$ cat config.mk
export PLATFORM = sky130hd
export DESIGN_NAME = rv32i_instr_encoder
export DESIGN_NICKNAME = d
export VERILOG_FILES = /design/src/rtl/rv32i_instr_encoder.sv
export SDC_FILE = /design/constraint.sdc
export NUM_CORES = 1
export LEC_CHECK = 0
export BUFFER_PORTS_ARGS = -buffer_cell sky130_fd_sc_hd__buf_2
export CAP_MARGIN = 10
export CORE_ASPECT_RATIO = 1.1
export CORE_UTILIZATION = 47
export CTS_CLUSTER_SIZE = 16
export DETAILED_ROUTE_END_ITERATION = 10
export GPL_ROUTABILITY_DRIVEN = 0
export GPL_TIMING_DRIVEN = 0
export HOLD_SLACK_MARGIN = 0.15
export MAX_ROUTING_LAYER = met4
export PLACE_DENSITY = 0.69
export SKIP_LAST_GASP = 1
export SLEW_MARGIN = 20
export SYNTH_ARGS = -nofsm -noshare
export SYNTH_HDL_FRONTEND = slang
export SYNTH_SLANG_ARGS = --single-unit
$ cat constraint.sdc
create_clock -name clk_i -period 7.81 [get_ports clk_i]
set_input_delay 0 -clock clk_i [delete_from_list [all_inputs] [get_ports clk_i]]
set_output_delay 0 -clock clk_i [all_outputs]
set_load 0.03 [all_outputs]
$ cat src/rtl/rv32i_instr_encoder.sv
// RV32I instruction encoder: turns (class, op, regs, imm) requests into instruction words queued in a FIFO.
// Optional feature macro: RV32I_ENC_IMM_CHECK_EN (immediate range checking; illegal on failure).
module rv32i_instr_encoder #(
    parameter int DEPTH         = 4,
    parameter int ERR_CNT_WIDTH = 8
) (
    input  logic                     clk_i,
    input  logic                     rst_i,
    input  logic                     req_valid_i,
    output logic                     req_ready_o,
    input  logic [2:0]               req_class_i,
    input  logic [3:0]               req_op_i,
    input  logic [4:0]               req_rd_i,
    input  logic [4:0]               req_rs1_i,
    input  logic [4:0]               req_rs2_i,
    input  logic [31:0]              req_imm_i,
    output logic                     instr_valid_o,
    input  logic                     instr_ready_i,
    output logic [31:0]              instr_o,
    output logic [$clog2(DEPTH):0]   level_o,
    output logic                     err_o,
    output logic [ERR_CNT_WIDTH-1:0] err_cnt_o
);
    localparam int AW = $clog2(DEPTH);
    localparam logic [AW:0] L_FULL = (AW + 1)'(DEPTH);
    localparam logic [AW:0] L_ONE  = (AW + 1)'(1);
    localparam logic [AW:0] L_ZERO = (AW + 1)'(0);
    localparam logic [ERR_CNT_WIDTH-1:0] C_ONE = ERR_CNT_WIDTH'(1);

    localparam logic [6:0] OPC_ALU    = 7'b0110011;
    localparam logic [6:0] OPC_IMM    = 7'b0010011;
    localparam logic [6:0] OPC_LOAD   = 7'b0000011;
    localparam logic [6:0] OPC_STORE  = 7'b0100011;
    localparam logic [6:0] OPC_BRANCH = 7'b1100011;
    localparam logic [6:0] OPC_LUI    = 7'b0110111;
    localparam logic [6:0] OPC_AUIPC  = 7'b0010111;

    logic [31:0]         r_mem [DEPTH];
    logic [AW-1:0]       r_wptr;
    logic [AW-1:0]       r_rptr;
    logic [AW:0]         r_level;
    logic                r_err;
    logic [ERR_CNT_WIDTH-1:0] r_err_cnt;

    logic [2:0]  w_f3_alu;
    logic [6:0]  w_f7_alu;
    logic        w_op_ok;
    logic        w_is_shift;
    logic [2:0]  w_f3;
    logic [31:0] w_word;
    logic        w_legal;
    logic        w_imm_i_ok;
    logic        w_imm_b_ok;
    logic        w_imm_u_ok;
    logic        w_imm_sh_ok;
    logic        w_full;
    logic        w_accept;
    logic        w_push;
    logic        w_pop;

`ifdef RV32I_ENC_IMM_CHECK_EN
    assign w_imm_i_ok  = (&req_imm_i[31:11]) | ~(|req_imm_i[31:11]);
    assign w_imm_b_ok  = ((&req_imm_i[31:12]) | ~(|req_imm_i[31:12])) & ~req_imm_i[0];
    assign w_imm_u_ok  = ~(|req_imm_i[11:0]);
    assign w_imm_sh_ok = ~(|req_imm_i[31:5]);
`else
    assign w_imm_i_ok  = 1'b1;
    assign w_imm_b_ok  = 1'b1;
    assign w_imm_u_ok  = 1'b1;
    assign w_imm_sh_ok = 1'b1;
`endif

    assign w_f3       = req_op_i[2:0];
    assign w_is_shift = (req_op_i == 4'd2) | (req_op_i == 4'd6) | (req_op_i == 4'd7);

    // ALU operation index to funct3/funct7
    always_comb begin
        w_f3_alu = 3'b000;
        w_f7_alu = 7'b0000000;
        w_op_ok  = 1'b1;
        case (req_op_i)
            4'd0:    w_f3_alu = 3'b000;
            4'd1:    begin w_f3_alu = 3'b000; w_f7_alu = 7'b0100000; end
            4'd2:    w_f3_alu = 3'b001;
            4'd3:    w_f3_alu = 3'b010;
            4'd4:    w_f3_alu = 3'b011;
            4'd5:    w_f3_alu = 3'b100;
            4'd6:    w_f3_alu = 3'b101;
            4'd7:    begin w_f3_alu = 3'b101; w_f7_alu = 7'b0100000; end
            4'd8:    w_f3_alu = 3'b110;
            4'd9:    w_f3_alu = 3'b111;
            default: w_op_ok  = 1'b0;
        endcase
    end

    // Instruction word assembly and legality per class
    always_comb begin
        w_word  = 32'h0000_0000;
        w_legal = 1'b0;
        case (req_class_i)
            3'd0: begin
                w_word  = {w_f7_alu, req_rs2_i, req_rs1_i, w_f3_alu, req_rd_i, OPC_ALU};
                w_legal = w_op_ok;
            end
            3'd1: begin
                if (w_is_shift) begin
                    w_word  = {w_f7_alu, req_imm_i[4:0], req_rs1_i, w_f3_alu, req_rd_i, OPC_IMM};
                    w_legal = w_imm_sh_ok;
                end else begin
                    w_word  = {req_imm_i[11:0], req_rs1_i, w_f3_alu, req_rd_i, OPC_IMM};
                    w_legal = w_op_ok & (req_op_i != 4'd1) & w_imm_i_ok;
                end
            end
            3'd2: begin
                w_word  = {req_imm_i[11:0], req_rs1_i, w_f3, req_rd_i, OPC_LOAD};
                w_legal = (w_f3 != 3'b011) & (w_f3 != 3'b110) & (w_f3 != 3'b111) & w_imm_i_ok;
            end
            3'd3: begin
                w_word  = {req_imm_i[11:5], req_rs2_i, req_rs1_i, w_f3, req_imm_i[4:0], OPC_STORE};
                w_legal = (w_f3 <= 3'b010) & w_imm_i_ok;
            end
            3'd4: begin
                w_word  = {req_imm_i[12], req_imm_i[10:5], req_rs2_i, req_rs1_i, w_f3,
                           req_imm_i[4:1], req_imm_i[11], OPC_BRANCH};
                w_legal = (w_f3 != 3'b010) & (w_f3 != 3'b011) & w_imm_b_ok;
            end
            3'd5: begin
                w_word  = {req_imm_i[31:12], req_rd_i, OPC_LUI};
                w_legal = w_imm_u_ok;
            end
            3'd6: begin
                w_word  = {req_imm_i[31:12], req_rd_i, OPC_AUIPC};
                w_legal = w_imm_u_ok;
            end
            default: begin
                w_word  = 32'h0000_0000;
                w_legal = 1'b0;
            end
        endcase
    end

    // No push-through when full: ready depends only on the registered level
    assign w_full      = (r_level == L_FULL);
    assign req_ready_o = ~rst_i & ~w_full;
    assign w_accept    = req_valid_i & req_ready_o;
    assign w_push      = w_accept & w_legal;
    assign w_pop       = (r_level != L_ZERO) & instr_ready_i;

    // FIFO storage; contents need no reset since level gates visibility
    always_ff @(posedge clk_i) begin
        if (w_push) begin
            r_mem[r_wptr] <= w_word;
        end
    end

    // FIFO pointers, occupancy and illegal-request tracking
    always_ff @(posedge clk_i) begin
        if (rst_i) begin
            r_wptr    <= '0;
            r_rptr    <= '0;
            r_level   <= L_ZERO;
            r_err     <= 1'b0;
            r_err_cnt <= '0;
        end else begin
            if (w_push) begin
                r_wptr <= r_wptr + AW'(1);
            end
            if (w_pop) begin
                r_rptr <= r_rptr + AW'(1);
            end
            case ({w_push, w_pop})
                2'b10:   r_level <= r_level + L_ONE;
                2'b01:   r_level <= r_level - L_ONE;
                default: r_level <= r_level;
            endcase
            r_err <= w_accept & ~w_legal;
            if (w_accept & ~w_legal & ~(&r_err_cnt)) begin
                r_err_cnt <= r_err_cnt + C_ONE;
            end
        end
    end

    assign instr_valid_o = (r_level != L_ZERO);
    assign instr_o       = instr_valid_o ? r_mem[r_rptr] : 32'h0000_0000;
    assign level_o       = r_level;
    assign err_o         = r_err;
    assign err_cnt_o     = r_err_cnt;

endmodule

==> results.md <==
Placed design
• **count of buffers inserted at the top-level ports** 97
• **Setup WS pre-CTS** 5.05 ns
• **instance area at placement** 0.00712 mm²
• **Detail Placement HPWL** 9.66 mm

Layout
• **Diodes inserted** 0
• **net count reported at finish** 676
• **share of cells above drive strength 1** 0.286
• **final standard cell area without fillers** 0.00815 mm²
• **area added between synthesis and finish** 28.9%
• **post-layout util** 0.620

Power and ir drop
• **net switching share of the total power** 0.306
• **Pint** 1.67 mW
• **share of total power in combinational logic** 0.290
• **leakage power figure** 3.06 nW
• **part of the total power dissipated in the clock network** 0.354
• **Psw** 0.735 mW
• **sequential share of power** 0.356
• **Peak supply drop** 0.000162 V
• **PwrDens** 295 mW/mm²

CTS
• **buffer depth of the longest clock path** 2
• **TritonCTS buffer count** 17
• **count of H-tree levels built during CTS** 4
• **TritonCTS clock tree** done
• **clock slew seen by the registers of the worst setup and hold paths** 0.05 ns
• **clk sinks** 138
• **clock latency at the later pin of the worst-skew pair** 0.42 ns
• **clock root cell** sky130_fd_sc_hd__clkbuf_16

Critical path
• **kind of launch point of the worst setup path** flop
• **Arrival @ worst endpoint** 3.09 ns
• **critical path endpoint category** flop
• **critical path fanouts, max** 7
• **Required @ worst endpoint** 8.16 ns
• **Critical Setup Path Class** flop to flop

Detailed routing
• **highest routed metal layer** met4
• **first-pass iteration count of the detailed router** 5
• **via density per instance** 5.66
• **number of design rule violations left after detail routing** 0
• **total wirelength of the detailed-routed design** 14.5 mm
• **routed length per instance** 18.5 µm
• **WL met1** 6.00 mm
• **DRC violation total after the first TritonRoute iteration** 353
• **via count** 4430
• **Final ANT Viol Nets** 0
• **Met2 Routed Length** 7.12 mm
• **met3 WL post-DR** 996 µm

STA
• **max-slew violation total from the final report** 0
• **largest clock skew in the final design** 0.00905 ns
• **Min Clock Period, post-route** 2.74 ns
• **Final period util** 0.350
• **Slew @ Worst Pin** 0.842 ns
• **total negative setup slack** 0 ns
• **Max Clock Freq** 0.365 GHz
• **setup violation total in the final timing report** 0
• **setup repair after global routing missed its margin** false
• **final setup slack of the worst path** 5.07 ns
• **Hold Fails Final Rpt** 0
• **Fin Hold WS** 0.182 ns
• **worst slew margin relative to its limit** 0.433

Yosys
• **cells after synthesis** 451
• **sequential cell area fraction in the yosys report** 0.627
• **number of warnings printed during yosys synthesis** 0
• **share of the synthesized area in the top cell type** 0.570
• **Mapped Nets** 516
• **flip-flop and latch count after synthesis** 138
• **most frequent cell after synthesis** sky130_fd_sc_hd__edfxtp_1
• **most frequent cells after synthesis** sky130_fd_sc_hd__edfxtp_1, sky130_fd_sc_hd__and2_1, sky130_fd_sc_hd__nor2_1
• **proportion of register bits with asynchronous set or reset after synthesis** 0
• **area of the mapped netlist** 0.00632 mm²
• **Avg Synthesized Cell Area** 14.0 µm²
• **number of distinct standard cells referenced by the synthesized netlist** 53
• **number of flops mapped to enable cells by yosys** 120
• **cell type contributing the most total cell area after synthesis** sky130_fd_sc_hd__edfxtp_1
• **largest cells by area after synthesis** sky130_fd_sc_hd__edfxtp_1, sky130_fd_sc_hd__mux4_2, sky130_fd_sc_hd__dfxtp_1
• **flip-flop cell with the highest count after synthesis** sky130_fd_sc_hd__edfxtp_1

Global routing
• **antenna violations before repair** 0
• **total overflow reported by the global router** 0
• **all-layer global routing usage** 0.228
• **wire length of the first global-routing pass** 22.2 mm
• **maximum number of pins on one net before global-route repair** 17
• **vias in the first global route** 4329

Floorplan
• **starting utilization of the core area** 0.481
• **die width** 113 µm
• **num ports** 104
• **area enclosed by the die boundary** 0.0139 mm²
• **Core ar.** 0.0132 mm²
• **Site Rows** 44
• **die span in y** 124 µm

Hold path
• **class of the tightest hold or removal check** primary input to flop

Status
• **run status** finished, final reports clean

Run
• **MaxCap Viol Count** 0

placed cells by master (no fill, tap or decap), types with 6 or more instances in the layout:
cell	netlist	layout
sky130_fd_sc_hd__edfxtp_1	120	120
sky130_fd_sc_hd__a21oi_1	23	23
sky130_fd_sc_hd__clkbuf_1	20	21
sky130_fd_sc_hd__nor2_1	31	31
sky130_fd_sc_hd__ha_1	6	6
sky130_fd_sc_hd__dlygate4sd3_1	0	40
sky130_fd_sc_hd__mux2i_1	12	12
sky130_fd_sc_hd__and2_1	33	33
sky130_fd_sc_hd__clkbuf_16	0	17
sky130_fd_sc_hd__mux4_2	30	30
sky130_fd_sc_hd__nand2_1	17	17
sky130_fd_sc_hd__inv_1	21	21
sky130_fd_sc_hd__o21ai_0	25	25
sky130_fd_sc_hd__dfxtp_1	18	18
sky130_fd_sc_hd__buf_2	5	102
sky130_fd_sc_hd__nand3_1	12	12
power groups by stage:
| stage | registers (mW) | logic (mW) | clock network (mW) |
|---|---|---|---|
| global placement | 0.869 | 0.671 | 0 |
| CTS | 0.855 | 0.704 | 0.859 |
| detailed placement | 0.870 | 0.680 | 0 |
| floorplan | 0.878 | 0.480 | 0 |
| finish | 0.855 | 0.695 | 0.851 |
| global route | 0.857 | 0.752 | 0.894 |
metal layers:
metal | vias to the layer above | track usage
met2 | 183 | 0.359
met1 | 2169 | 0.279
met4 | 0 | 0.117
met3 | 36 | 0.0516
li1 | 2042 | -
met5 | - | -
worst paths after layout:
check	slack (ns)	cells past startpoint	from	to
max	5.07	10	level_o[2]$_SDFFE_PP0P_	level_o[2]$_SDFFE_PP0P_
min	0.18	3	req_imm_i[21]	r_mem[2][21]$_DFFE_PP_
max reg2reg	5.07	10	level_o[2]$_SDFFE_PP0P_	level_o[2]$_SDFFE_PP0P_
min reg2reg	0.51	2	err_cnt_o[7]$_SDFFE_PP0P_	err_cnt_o[7]$_SDFFE_PP0P_
cell families after synthesis:
family | share of synthesized area
other cells | 0.000593
simple gates | 0.100
compound gates | 0.0855
xor+xnor | 0.00970
fa+ha+maj | 0.0150
mux | 0.128
flops | 0.627
buf+inv | 0.0342
worst max-delay path, stage by stage, from the launching register on:
cell                      delay (ns)
sky130_fd_sc_hd__dfxtp_1        0.38
sky130_fd_sc_hd__or3b_2         0.52
sky130_fd_sc_hd__and2_0         0.27
sky130_fd_sc_hd__and2_1         0.21
sky130_fd_sc_hd__inv_1          0.06
sky130_fd_sc_hd__ha_1           0.18
sky130_fd_sc_hd__inv_1          0.06
sky130_fd_sc_hd__fa_1           0.38
sky130_fd_sc_hd__xor2_1         0.17
sky130_fd_sc_hd__or3_1          0.31
sky130_fd_sc_hd__a21oi_1        0.14
registers in the layout, indices dropped and copies added, names as in the netlist, named ones only:
signal and cells:
level_o 3, r_mem 120, r_wptr 2, err_o 1
r_rptr 2, err_cnt_o 8
what timing repair did:
| item | 4_1_cts | 5_1_grt |
|---|---|---|
| hold buffers | 40 | 0 |
| setup buffers | 0 | 0 |
| hold endpoints to repair | 118 | 0 |
| resized for setup | 0 | 0 |
layout make-up:
class / count / area, µm²
buffer: 30 / 134
sequential: 138 / 3960
clock buffer: 18 / 429
tap: 161 / 201
timing repair buffer: 141 / 996
fill: 980 / 5010
inverter: 22 / 82.6
clock inverter: 12 / 198
multi-input combinational: 261 / 2150
through the flow:
| step | power (mW) | instances |
|---|---|---|
| after floorplan | 1.36 | 451 |
| after global placement | 1.54 | 709 |
| after detailed placement | 1.55 | 713 |
| after CTS | 2.42 | 783 |
| after global routing | 2.50 | 783 |
| final | 2.40 | 783 |
No activity file was read; power rests on OpenSTA's default activity.
